File: src/rtl/gpio_pkg.sv
// Shared definitions for the APB GPIO peripheral: register map indices,
// interrupt mode encoding and the per-pin event decoder.
package gpio_pkg;

    localparam int unsigned GPIO_MAX_PINS = 32;
    localparam int unsigned GPIO_IDX_W    = 4;

    localparam logic [GPIO_IDX_W-1:0] GPIO_DIR        = 4'd0;
    localparam logic [GPIO_IDX_W-1:0] GPIO_OUT        = 4'd1;
    localparam logic [GPIO_IDX_W-1:0] GPIO_IN         = 4'd2;
    localparam logic [GPIO_IDX_W-1:0] GPIO_INV        = 4'd3;
    localparam logic [GPIO_IDX_W-1:0] GPIO_INT_EN     = 4'd4;
    localparam logic [GPIO_IDX_W-1:0] GPIO_INT_T0     = 4'd5;
    localparam logic [GPIO_IDX_W-1:0] GPIO_INT_T1     = 4'd6;
    localparam logic [GPIO_IDX_W-1:0] GPIO_INT_STATUS = 4'd7;
    localparam logic [GPIO_IDX_W-1:0] GPIO_DBNC_CFG   = 4'd8;
    localparam logic [GPIO_IDX_W-1:0] GPIO_OUT_SET    = 4'd9;
    localparam logic [GPIO_IDX_W-1:0] GPIO_OUT_CLR    = 4'd10;

    // Mode encoding is {INT_T1, INT_T0}
    typedef enum logic [1:0] {
        INT_RISE  = 2'b00,
        INT_FALL  = 2'b01,
        INT_EDGE  = 2'b10,
        INT_LEVEL = 2'b11
    } gpio_int_mode_e;

    function automatic logic int_event(input gpio_int_mode_e mode,
                                       input logic prev, input logic stable);
        logic ev;
        ev = 1'b0;
        case (mode)
            INT_RISE:  ev = ~prev & stable;
            INT_FALL:  ev = prev & ~stable;
            INT_EDGE:  ev = prev ^ stable;
            INT_LEVEL: ev = stable;
            default:   ev = 1'b0;
        endcase
        return ev;
    endfunction

endpackage

File: src/rtl/apb_bus_t.sv
// APB peripheral bus bundle; clock and active-low async reset travel with it.
interface apb_bus_t (
    input logic PCLK,
    input logic PRESETn
);
    logic        PSEL;
    logic        PENABLE;
    logic        PWRITE;
    logic [31:0] PADDR;
    logic [31:0] PWDATA;
    logic [31:0] PRDATA;
    logic        PREADY;

    modport slave (
        input  PCLK, PRESETn, PSEL, PENABLE, PWRITE, PADDR, PWDATA,
        output PRDATA, PREADY
    );

    modport master (
        input  PCLK, PRESETn, PRDATA, PREADY,
        output PSEL, PENABLE, PWRITE, PADDR, PWDATA
    );
endinterface

File: src/rtl/gpio_dbnc.sv
// One input pin: 2-FF sync with inversion, debounce to a stable level, previous level.
// Counter logic exists only when GPIO_DBNC_EN is defined; otherwise stable follows s2.
module gpio_dbnc #(
    parameter int unsigned DBNC_W = 8
) (
    input  logic              clk,
    input  logic              rst_n,
    input  logic              pin_i,
    input  logic              inv_i,
    input  logic [DBNC_W-1:0] thr_i,
    output logic              stable_o,
    output logic              prev_o
);

    logic s1_q, s1_d;
    logic s2_q, s2_d;
    logic stable_q, stable_d;
    logic prev_q, prev_d;

`ifdef GPIO_DBNC_EN
    localparam int unsigned CW = DBNC_W + 1;

    logic [DBNC_W-1:0] cnt_q, cnt_d;
    logic [CW-1:0]     thr_eff;
    logic [CW-1:0]     cnt_nxt;

    // A threshold of 0 behaves as 1; stable commits on the T-th mismatching cycle
    always_comb begin
        s1_d     = pin_i ^ inv_i;
        s2_d     = s1_q;
        prev_d   = stable_q;
        stable_d = stable_q;
        cnt_d    = '0;
        thr_eff  = (thr_i == '0) ? CW'(1) : {1'b0, thr_i};
        cnt_nxt  = {1'b0, cnt_q} + CW'(1);
        if (s2_q != stable_q) begin
            if (cnt_nxt >= thr_eff) begin
                stable_d = s2_q;
            end else if (&cnt_q) begin
                cnt_d = cnt_q;
            end else begin
                cnt_d = cnt_nxt[DBNC_W-1:0];
            end
        end
    end

    always_ff @(posedge clk or negedge rst_n) begin
        if (!rst_n) begin
            cnt_q <= '0;
        end else begin
            cnt_q <= cnt_d;
        end
    end
`else
    logic unused_thr;
    assign unused_thr = ^thr_i;

    always_comb begin
        s1_d     = pin_i ^ inv_i;
        s2_d     = s1_q;
        prev_d   = stable_q;
        stable_d = s2_q;
    end
`endif

    always_ff @(posedge clk or negedge rst_n) begin
        if (!rst_n) begin
            s1_q     <= 1'b0;
            s2_q     <= 1'b0;
            stable_q <= 1'b0;
            prev_q   <= 1'b0;
        end else begin
            s1_q     <= s1_d;
            s2_q     <= s2_d;
            stable_q <= stable_d;
            prev_q   <= prev_d;
        end
    end

    assign stable_o = stable_q;
    assign prev_o   = prev_q;

endmodule

File: src/rtl/apb_gpio_irq.sv
// APB GPIO with per-pin direction, inversion, debounced inputs and sticky W1C interrupts.
// Define GPIO_DBNC_EN to build the debounce counters and the DBNC_CFG register.
module apb_gpio_irq
    import gpio_pkg::*;
#(
    parameter int unsigned N_GPIOS = 8,
    parameter int unsigned DBNC_W  = 8
) (
    apb_bus_t.slave             apb_bus,
    output logic [N_GPIOS-1:0]  dir_o,
    output logic [N_GPIOS-1:0]  val_o,
    input  logic [N_GPIOS-1:0]  val_i,
    output logic [N_GPIOS-1:0]  irq_o,
    output logic                irq_comb_o
);

    logic                  clk;
    logic                  rst_n;
    logic                  access;
    logic                  wr_en;
    logic [GPIO_IDX_W-1:0] idx;
    logic [N_GPIOS-1:0]    wdata;
    logic [31:0]           rdata;
    logic                  unused_apb;

    logic [N_GPIOS-1:0] dir_q, dir_d;
    logic [N_GPIOS-1:0] out_q, out_d;
    logic [N_GPIOS-1:0] inv_q, inv_d;
    logic [N_GPIOS-1:0] int_en_q, int_en_d;
    logic [N_GPIOS-1:0] int_t0_q, int_t0_d;
    logic [N_GPIOS-1:0] int_t1_q, int_t1_d;
    logic [N_GPIOS-1:0] status_q, status_d;
    logic [N_GPIOS-1:0] val_q, val_d;
    logic               irq_comb_q, irq_comb_d;
    logic [N_GPIOS-1:0] w1c;
    logic [N_GPIOS-1:0] ev;
    logic [N_GPIOS-1:0] stable;
    logic [N_GPIOS-1:0] prev;
    logic [DBNC_W-1:0]  thr;

    assign clk        = apb_bus.PCLK;
    assign rst_n      = apb_bus.PRESETn;
    assign access     = apb_bus.PSEL & apb_bus.PENABLE & rst_n;
    assign wr_en      = access & apb_bus.PWRITE;
    assign idx        = apb_bus.PADDR[5:2];
    assign wdata      = apb_bus.PWDATA[N_GPIOS-1:0];
    assign unused_apb = ^{apb_bus.PADDR[31:6], apb_bus.PADDR[1:0], apb_bus.PWDATA};

`ifdef GPIO_DBNC_EN
    logic [DBNC_W-1:0] dbnc_cfg_q, dbnc_cfg_d;

    always_comb begin
        dbnc_cfg_d = dbnc_cfg_q;
        if (wr_en && idx == GPIO_DBNC_CFG) begin
            dbnc_cfg_d = apb_bus.PWDATA[DBNC_W-1:0];
        end
    end

    always_ff @(posedge clk or negedge rst_n) begin
        if (!rst_n) begin
            dbnc_cfg_q <= '0;
        end else begin
            dbnc_cfg_q <= dbnc_cfg_d;
        end
    end

    assign thr = dbnc_cfg_q;
`else
    assign thr = '0;
`endif

    for (genvar i = 0; i < N_GPIOS; i++) begin : g_pin
        gpio_dbnc #(.DBNC_W(DBNC_W)) u_dbnc (
            .clk      (clk),
            .rst_n    (rst_n),
            .pin_i    (val_i[i]),
            .inv_i    (inv_q[i]),
            .thr_i    (thr),
            .stable_o (stable[i]),
            .prev_o   (prev[i])
        );
    end

    // Register writes, event detection and sticky status (a new event beats W1C)
    always_comb begin
        dir_d    = dir_q;
        out_d    = out_q;
        inv_d    = inv_q;
        int_en_d = int_en_q;
        int_t0_d = int_t0_q;
        int_t1_d = int_t1_q;
        w1c      = '0;
        ev       = '0;
        for (int i = 0; i < N_GPIOS; i++) begin
            ev[i] = ~dir_q[i] & int_en_q[i] &
                    int_event(gpio_int_mode_e'({int_t1_q[i], int_t0_q[i]}), prev[i], stable[i]);
        end
        if (wr_en) begin
            case (idx)
                GPIO_DIR:        dir_d    = wdata;
                GPIO_OUT:        out_d    = wdata;
                GPIO_INV:        inv_d    = wdata;
                GPIO_INT_EN:     int_en_d = wdata;
                GPIO_INT_T0:     int_t0_d = wdata;
                GPIO_INT_T1:     int_t1_d = wdata;
                GPIO_INT_STATUS: w1c      = wdata;
                GPIO_OUT_SET:    out_d    = out_q | wdata;
                GPIO_OUT_CLR:    out_d    = out_q & ~wdata;
                default:         ;
            endcase
        end
        status_d   = (status_q & ~w1c) | ev;
        val_d      = dir_d & (out_d ^ inv_d);
        irq_comb_d = |status_d;
    end

    always_ff @(posedge clk or negedge rst_n) begin
        if (!rst_n) begin
            dir_q      <= '0;
            out_q      <= '0;
            inv_q      <= '0;
            int_en_q   <= '0;
            int_t0_q   <= '0;
            int_t1_q   <= '0;
            status_q   <= '0;
            val_q      <= '0;
            irq_comb_q <= 1'b0;
        end else begin
            dir_q      <= dir_d;
            out_q      <= out_d;
            inv_q      <= inv_d;
            int_en_q   <= int_en_d;
            int_t0_q   <= int_t0_d;
            int_t1_q   <= int_t1_d;
            status_q   <= status_d;
            val_q      <= val_d;
            irq_comb_q <= irq_comb_d;
        end
    end

    always_comb begin
        rdata = '0;
        case (idx)
            GPIO_DIR:        rdata = 32'(dir_q);
            GPIO_OUT:        rdata = 32'(out_q);
            GPIO_IN:         rdata = 32'(stable);
            GPIO_INV:        rdata = 32'(inv_q);
            GPIO_INT_EN:     rdata = 32'(int_en_q);
            GPIO_INT_T0:     rdata = 32'(int_t0_q);
            GPIO_INT_T1:     rdata = 32'(int_t1_q);
            GPIO_INT_STATUS: rdata = 32'(status_q);
`ifdef GPIO_DBNC_EN
            GPIO_DBNC_CFG:   rdata = 32'(dbnc_cfg_q);
`endif
            default:         rdata = '0;
        endcase
    end

    assign apb_bus.PREADY = access;
    assign apb_bus.PRDATA = access ? rdata : '0;

    assign dir_o      = dir_q;
    assign val_o      = val_q;
    assign irq_o      = status_q;
    assign irq_comb_o = irq_comb_q;

endmodule
File: src/flat_wrapper.sv
// flat-port wrapper written by rule: the top's interface ports become plain ports
module apb_gpio_irq_flat import gpio_pkg::*;
#(
    parameter int unsigned N_GPIOS = 8,
    parameter int unsigned DBNC_W  = 8
)
  (dir_o, val_o, val_i, irq_o, irq_comb_o, PCLK, PRESETn, apb_bus_PSEL, apb_bus_PENABLE, apb_bus_PWRITE, apb_bus_PADDR, apb_bus_PWDATA, apb_bus_PRDATA, apb_bus_PREADY);
  apb_bus_t apb_bus_i (.PCLK(PCLK), .PRESETn(PRESETn));
  output logic [N_GPIOS-1:0] dir_o;
  output logic [N_GPIOS-1:0] val_o;
  input  logic [N_GPIOS-1:0] val_i;
  output logic [N_GPIOS-1:0] irq_o;
  output logic irq_comb_o;
  input wire logic PCLK;
  input wire logic PRESETn;
  input wire logic [$bits(apb_bus_i.PSEL)-1:0] apb_bus_PSEL;
  input wire logic [$bits(apb_bus_i.PENABLE)-1:0] apb_bus_PENABLE;
  input wire logic [$bits(apb_bus_i.PWRITE)-1:0] apb_bus_PWRITE;
  input wire logic [$bits(apb_bus_i.PADDR)-1:0] apb_bus_PADDR;
  input wire logic [$bits(apb_bus_i.PWDATA)-1:0] apb_bus_PWDATA;
  output wire logic [$bits(apb_bus_i.PRDATA)-1:0] apb_bus_PRDATA;
  output wire logic [$bits(apb_bus_i.PREADY)-1:0] apb_bus_PREADY;
  assign apb_bus_i.PSEL = apb_bus_PSEL;
  assign apb_bus_i.PENABLE = apb_bus_PENABLE;
  assign apb_bus_i.PWRITE = apb_bus_PWRITE;
  assign apb_bus_i.PADDR = apb_bus_PADDR;
  assign apb_bus_i.PWDATA = apb_bus_PWDATA;
  assign apb_bus_PRDATA = apb_bus_i.PRDATA;
  assign apb_bus_PREADY = apb_bus_i.PREADY;
  apb_gpio_irq #(.N_GPIOS(N_GPIOS), .DBNC_W(DBNC_W)) u_core (.apb_bus(apb_bus_i), .dir_o(dir_o), .val_o(val_o), .val_i(val_i), .irq_o(irq_o), .irq_comb_o(irq_comb_o));
endmodule
File: config.mk
export PLATFORM = sky130hd
export DESIGN_NAME = apb_gpio_irq_flat
export DESIGN_NICKNAME = d
export VERILOG_FILES = /design/src/rtl/gpio_pkg.sv /design/src/rtl/apb_bus_t.sv /design/src/rtl/gpio_dbnc.sv /design/src/rtl/apb_gpio_irq.sv /design/src/flat_wrapper.sv
export SDC_FILE = /design/constraint.sdc
export NUM_CORES = 1
export LEC_CHECK = 0
export CORE_ASPECT_RATIO = 0.6
export CORE_MARGIN = 2
export CORE_UTILIZATION = 45
export DETAILED_ROUTE_END_ITERATION = 7
export PLACE_DENSITY = 0.78
export SLEW_MARGIN = 10
export SYNTH_ARGS = -nofsm -noshare
export SYNTH_HDL_FRONTEND = slang
export SYNTH_HIERARCHICAL = 1
export SYNTH_SLANG_ARGS = --single-unit
File: constraint.sdc
create_clock -name PCLK -period 1.8 [get_ports PCLK]
set_input_delay 0.36 -clock PCLK [delete_from_list [all_inputs] [get_ports PCLK]]
set_output_delay 0.36 -clock PCLK [all_outputs]
set_load 0.005 [all_outputs]
After elaboration in Yosys (flattened, before gate mapping)
Cells that the tools add are included.
W data, S select, Z words.

storage, ports and cells
  register bits = 97

cells by class
  eq/ne operators = 33
  multiplexer cells = 18
  bitwise operators = 83
  reduce and logical (&&, ||, !) cells = 13

operators with widths
  kind                  number
  $mux W8               8
  $pmux W8 S8           1
  $and A1 B1 Y1         35
  $eq A2 B2 Y1 const B  16
  $pmux W1 S4           8
  $and A8 B8 Y8         3
  $not A1 Y1            24
  $pmux W8 S3           1
  $eq A2 B1 Y1 const B  8
  $eq A4 B3 Y1 const B  4
  $logic_not A2 Y1      8
  $not A8 Y8            2
  $or A8 B8 Y8          2
  $xor A1 B1 Y1         16
  $eq A4 B2 Y1 const B  2
  $eq A4 B4 Y1 const B  2
  $reduce_or A8 Y1      1
  $xor A8 B8 Y8         1
  $reduce_and A2 Y1     3
  $eq A4 B1 Y1 const B  1
  $logic_not A4 Y1      1

Logic depth before layout (Yosys ltp)
  depth after elaboration = 8
  depth in mapped cells = 8
  depth with buffers taken out = 7

Cells and area by module
The synthesis kept the hierarchy.

modules (own cells, without submodules)
  module        times used  cells an instance  area an instance (um^2)  seq. area each (um^2)
  apb_gpio_irq  1           444                4326.6                   1626.6
  gpio_dbnc     8           5                  108.9                    100.1

Worst setup path before layout
OpenSTA, ideal clock, no wires.

  path type = flip-flop to flip-flop
  from = register u_core.g_pin[6].u_dbnc.stable_q
  to = register u_core.irq_comb_q (netlist: u_core/irq_comb_o)
  library setup time = 0.129 ns
  data arrival time = 1.728 ns
  data required time = 1.671 ns
  setup slack = -0.056 ns
  cell stages (with the launch flop) = 8
  clock period less this slack = 1.856 ns
  cells stage by stage = dfrtp_1 inv_1 ha_1 inv_1 mux4_2 a32o_1 nor4_1 nand2_1

between the ends
  cells in the longest elaborated chain, start to end = 6
  elaborated cells on any way between the ends = 8
  classes of those cells = mux: 1; bitwise: 6; reduce/logical: 1

RTL lines
  element                 line                 RTL
  from (decl)             gpio_dbnc.sv:17      logic stable_q, stable_d;
  from (signal assigned)  gpio_dbnc.sv:75      stable_q <= stable_d;
  $not A1 Y1              gpio_pkg.sv:34       INT_FALL: ev = prev & ~stable;
  $and A1 B1 Y1           gpio_pkg.sv:34
  $pmux W1 S4 (*)         gpio_pkg.sv:32       case (mode)
  $and A1 B1 Y1 (*)       apb_gpio_irq.sv:95   ev[i] = ~dir_q[i] & int_en_q[i] &
  $or A8 B8 Y8 (*)        apb_gpio_irq.sv:112  status_d = (status_q & ~w1c) | ev;
  net u_core.status_d[6]  apb_gpio_irq.sv:32   logic [N_GPIOS-1:0] status_q, status_d;
  $reduce_or A8 Y1 (*)    apb_gpio_irq.sv:114  irq_comb_d = |status_d;
  net u_core.irq_comb_d   apb_gpio_irq.sv:34   logic irq_comb_q, irq_comb_d;
  to (signal assigned)    apb_gpio_irq.sv:137  irq_comb_q <= irq_comb_d;
  to (decl)               apb_gpio_irq.sv:34

The timed path passes the listed nets; every way through them passes the cells marked *.
A chain may end at the register's enable or synchronous reset.

Final worst setup path
  from = register u_core.g_pin[5].u_dbnc.stable_q
  to = register u_core.irq_comb_q (netlist: u_core/irq_comb_o)

between the ends
  cells in the longest elaborated chain, start to end = 6
  elaborated cells on any way between the ends = 8
  classes of those cells = mux: 1; bitwise: 6; reduce/logical: 1

RTL lines
  element                 line
  from (decl)             gpio_dbnc.sv:17
  from (signal assigned)  gpio_dbnc.sv:75
  $not A1 Y1              gpio_pkg.sv:34
  $and A1 B1 Y1           gpio_pkg.sv:34
  $pmux W1 S4 (*)         gpio_pkg.sv:32
  $and A1 B1 Y1 (*)       apb_gpio_irq.sv:95
  $or A8 B8 Y8 (*)        apb_gpio_irq.sv:112
  net u_core.status_d[5]  apb_gpio_irq.sv:32
  $reduce_or A8 Y1 (*)    apb_gpio_irq.sv:114
  net u_core.irq_comb_d   apb_gpio_irq.sv:34

Marked as above.

==> impl_metrics.sql <==
INSERT INTO impl_metrics (metric_group, metric, value, unit) VALUES
('outcome', 'run_status', 'finished, violations left', ''),
('outcome', 'failing_checks', 'setup timing', ''),
('synthesis', 'area_leader_netlist', 'sky130_fd_sc_hd__dfrtp_1', ''),
('synthesis', 'synth-edff-count', '0', ''),
('detailed_routing', 'drt_drc_violations_left', '0', ''),
('die', 'y_dimension_of_the_die', '87.25', 'um'),
('global_routing', 'grt_max_degree', '67', ''),
('sta', 'tns', '-1.742', 'ns'),
('worst_setup_path', 'cp_data_arrival_time', '2.49', 'ns'),
('synthesis', 'synth.yosys.seq_area_share', '0.4670', ''),
('sta', 'setup-violations-final', '14', ''),
('layout', 'design_area', '7622', 'um2'),
('synthesis', 'synth_area', '5197', 'um2'),
('placed_design', 'preCtsSetupSlack', '-1.151', 'ns'),
('layout', 'drive_gt1_frac', '0.4053', ''),
('die', 'floorplan.initialDensity', '0.4616', ''),
('global_routing', 'number_of_global_route_vias_before_repair', '4505', ''),
('worst_setup_path', 'rrSetupSlack', '-0.46', 'ns'),
('layout', 'fillCellCount', '793', ''),
('worst_setup_path', 'criticalPathCategory', 'register to register', ''),
('detailed_routing', 'via_per_inst', '5.718', ''),
('worst_setup_path', 'reg2regPathDepth', '7', ''),
('synthesis', 'synth-async-reset-ratio', '1.000', ''),
('power_and_ir_drop', 'power_density', '870.7', 'nW/um2'),
('sta', 'max_clock_freq', '441.7', 'MHz'),
('power_and_ir_drop', 'switching_share', '0.2869', ''),
('die', 'core.rowCount', '30', ''),
('layout', 'postLayoutCoreUtil', '0.6769', ''),
('flow_run', 'timing.max_cap.violations', '0', ''),
('sta', 'timing.slew.headroom', '0.4279', ''),
('synthesis', 'synth_area_per_cell', '10.74', 'um2'),
('clock_tree', 'clkSlewWorstSetupHoldPaths', '0.06', 'ns'),
('worst_setup_path', 'worstPathMaxFanout', '4', ''),
('die', 'floorplan.die.width', '142.7', 'um'),
('power_and_ir_drop', 'power_switching', '1.904', 'mW'),
('power_and_ir_drop', 'design_power_total', '6.637', 'mW'),
('detailed_routing', 'wirelength', '16.72', 'mm'),
('placed_design', 'place_inst', '777', ''),
('layout', 'area.growth.synth_to_final', '46.65', '%'),
('synthesis', 'post-synth-top-area-fraction', '0.4670', ''),
('min_path', 'worstHoldPathType', 'input pin to asynchronous set/reset pin', ''),
('global_routing', 'gr-usage-all-layers', '0.2728', ''),
('detailed_routing', 'wire_per_inst', '20.27', 'um'),
('power_and_ir_drop', 'vdd_ir_drop_max', '0.5338', 'mV'),
('die', 'core_area', '11260', 'um2'),
('synthesis', 'ys_types', '50', ''),
('detailed_routing', 'drt-pass1-iter-count', '5', ''),
('power_and_ir_drop', 'combinationalPowerShare', '0.289', ''),
('clock_tree', 'clockBufferDepth', '2', ''),
('worst_setup_path', 'timing.critical_path.required', '2.03', 'ns'),
('sta', 'post-route-min-period', '2.264', 'ns'),
('sta', 'finalCritPeriodShare', '1.258', ''),
('placed_design', 'detailed_place_hpwl', '11.24', 'mm'),
('sta', 'grt_setup_unrepaired', 'true', ''),
('worst_setup_path', 'worstReg2RegStart', 'u_core/g_pin[5].u_dbnc/stable_o', ''),
('clock_tree', 'clock-root-buffer', 'sky130_fd_sc_hd__clkbuf_16', ''),
('worst_setup_path', 'setup.worst_path.start', 'u_core/g_pin[5].u_dbnc/stable_o', ''),
('clock_tree', 'htreeDepth', '3', ''),
('synthesis', 'syn_inst', '484', ''),
('placed_design', 'finalWeightedCongestion', '0.9097', ''),
('sta', 'postLayoutSetupSlackWorst', '-0.4639', 'ns'),
('global_routing', 'wire_length_of_the_first_global_routing_pass', '25.23', 'mm'),
('power_and_ir_drop', 'internal_power', '4.733', 'mW'),
('detailed_routing', 'overall_via_count_from_detail_route', '4717', ''),
('worst_setup_path', 'category_of_the_worst_setup_path_launch_point', 'register', ''),
('die', 'top_level_ports', '135', ''),
('layout', 'post_layout_nonfiller_instances', '825', ''),
('clock_tree', 'clock_sinks', '97', ''),
('synthesis', 'postSynth.topFlopCell', 'sky130_fd_sc_hd__dfrtp_1', ''),
('die', 'die_footprint', '12450', 'um2'),
('sta', 'finalClockSkew', '0.006849', 'ns');
-- power groups by stage --
stage	sequential [mW]	clock [mW]	combinational (mW)
CTS	2.71	2.02	1.80
detailed placement	2.74	0	1.60
global placement	2.72	0	1.53
global route	2.75	2.11	2.06
finish	2.73	1.99	1.92
floorplan	2.71	0	0.689
-- flip-flops by register name, summed over array words and instances, names as in the netlist --
| name | flops |
|---|---|
| u_core/inv_q | 8 |
| u_core/val_o | 8 |
| u_core/int_en_q | 8 |
| u_core/dir_o | 8 |
| u_core/g_pin.u_dbnc/s2_q | 8 |
| u_core/int_t1_q | 8 |
| u_core/irq_o | 8 |
| u_core/irq_comb_o | 1 |
| u_core/g_pin.u_dbnc/s1_q | 8 |
| u_core/int_t0_q | 8 |
| u_core/g_pin.u_dbnc/stable_o | 8 |
| u_core/g_pin.u_dbnc/prev_o | 8 |
| u_core/out_q | 8 |
-- synthesized netlist by cell type (8+ instances only) --
| cell type | count |
|---|---|
| sky130_fd_sc_hd__buf_2 | 26 |
| sky130_fd_sc_hd__nand2b_1 | 10 |
| sky130_fd_sc_hd__ha_1 | 16 |
| sky130_fd_sc_hd__nand3_1 | 15 |
| sky130_fd_sc_hd__mux2_2 | 27 |
| sky130_fd_sc_hd__o21ai_0 | 18 |
| sky130_fd_sc_hd__a31oi_1 | 11 |
| sky130_fd_sc_hd__buf_4 | 25 |
| sky130_fd_sc_hd__nor3_1 | 10 |
| sky130_fd_sc_hd__a21oi_1 | 10 |
| sky130_fd_sc_hd__nand2_1 | 38 |
| sky130_fd_sc_hd__mux4_2 | 10 |
| sky130_fd_sc_hd__dfrtp_1 | 97 |
| sky130_fd_sc_hd__xor2_1 | 8 |
| sky130_fd_sc_hd__nor2_1 | 13 |
| sky130_fd_sc_hd__o21ai_1 | 8 |
| sky130_fd_sc_hd__inv_1 | 41 |
| sky130_fd_sc_hd__a32o_1 | 8 |
| sky130_fd_sc_hd__mux2i_1 | 20 |
| sky130_fd_sc_hd__nand3b_1 | 8 |
-- worst min path at each step --
| stage | from | cells after the start | to | slack (ns) |
|---|---|---|---|---|
| CTS | PRESETn | 3 | u_core/inv_q[5] | 0.20 |
| global route | PRESETn | 3 | u_core/inv_q[5] | 0.23 |
| floorplan | PRESETn | 0 | u_core/dir_o[0] | 0.06 |
| finish | PRESETn | 3 | u_core/val_o[5] | 0.20 |
| global placement | PRESETn | 2 | u_core/inv_q[6] | 0.31 |
| detailed placement | PRESETn | 2 | u_core/inv_q[6] | 0.32 |
-- logic make-up after synthesis --
kind of cell / count (synthesis) / share of synthesized area
simple gates: 121 / 0.1290
flops: 97 / 0.4670
buf+inv: 95 / 0.09437
compound gates: 89 / 0.1165
mux: 57 / 0.1403
fa+ha+maj: 16 / 0.03852
xor+xnor: 8 / 0.01348
other cells: 1 / 0.0007215
-- repair_timing --
action / 4_1_cts / 5_1_grt
pin swaps: 25 / 52
resized for setup: 106 / 47
buffers inserted: 17 / 11
endpoints found under the hold margin: 2 / 0
gates cloned: 3 / 1
endpoints found under the setup margin: 68 / 23
hold buffers: 1 / 0
-- area by class of cell --
cell class / instances / area, um2 / area share
timing repair buffer: 212 / 1938 / 0.2543
tap: 144 / 180.2 / 0.02364
clock buffer: 12 / 256.5 / 0.03365
inverter: 41 / 153.9 / 0.02019
sequential: 97 / 2427 / 0.3185
clock inverter: 4 / 51.30 / 0.006730
multi-input combinational: 315 / 2615 / 0.3431
-- per-layer routing --
metal	track usage	vias up	wire length (um)
li1	-	2057	-
met1	0.3742	2375	7144
met2	0.4257	243	7790
met3	0.07037	42	1457
met4	0.09361	0	328
met5	0	-	0
-- critical path: stages, from the launching register on --
cell	delay [ns]
sky130_fd_sc_hd__dfrtp_1	0.42
sky130_fd_sc_hd__buf_4	0.15
sky130_fd_sc_hd__ha_1	0.20
sky130_fd_sc_hd__mux4_2	0.46
sky130_fd_sc_hd__a32o_2	0.31
sky130_fd_sc_hd__nor4_4	0.38
sky130_fd_sc_hd__buf_4	0.18
sky130_fd_sc_hd__nand2_1	0.04
-- placed cells by master (no fill, tap or decap), types with 5 or more instances in the layout --
cell type and n:
sky130_fd_sc_hd__a211oi_1 7, sky130_fd_sc_hd__ha_1 15, sky130_fd_sc_hd__a31oi_1 11, sky130_fd_sc_hd__mux2i_1 20, sky130_fd_sc_hd__mux4_2 10, sky130_fd_sc_hd__clkdlybuf4s50_1 42, sky130_fd_sc_hd__a21oi_1 5, sky130_fd_sc_hd__o21ai_1 13
sky130_fd_sc_hd__nand3_1 14, sky130_fd_sc_hd__nand2b_1 9, sky130_fd_sc_hd__dfrtp_1 97, sky130_fd_sc_hd__nand2_1 38, sky130_fd_sc_hd__o21ai_0 9, sky130_fd_sc_hd__mux2_2 27, sky130_fd_sc_hd__xor2_1 8, sky130_fd_sc_hd__a21oi_2 5
sky130_fd_sc_hd__nand3b_1 8, sky130_fd_sc_hd__conb_1 24, sky130_fd_sc_hd__buf_2 7, sky130_fd_sc_hd__a21boi_2 6, sky130_fd_sc_hd__buf_12 7, sky130_fd_sc_hd__buf_4 128, sky130_fd_sc_hd__clkbuf_16 10, sky130_fd_sc_hd__nor3_1 8
sky130_fd_sc_hd__inv_1 40, sky130_fd_sc_hd__buf_6 15, sky130_fd_sc_hd__nor2_1 9, sky130_fd_sc_hd__a32o_1 6
Power figures use the tool's default switching activity.
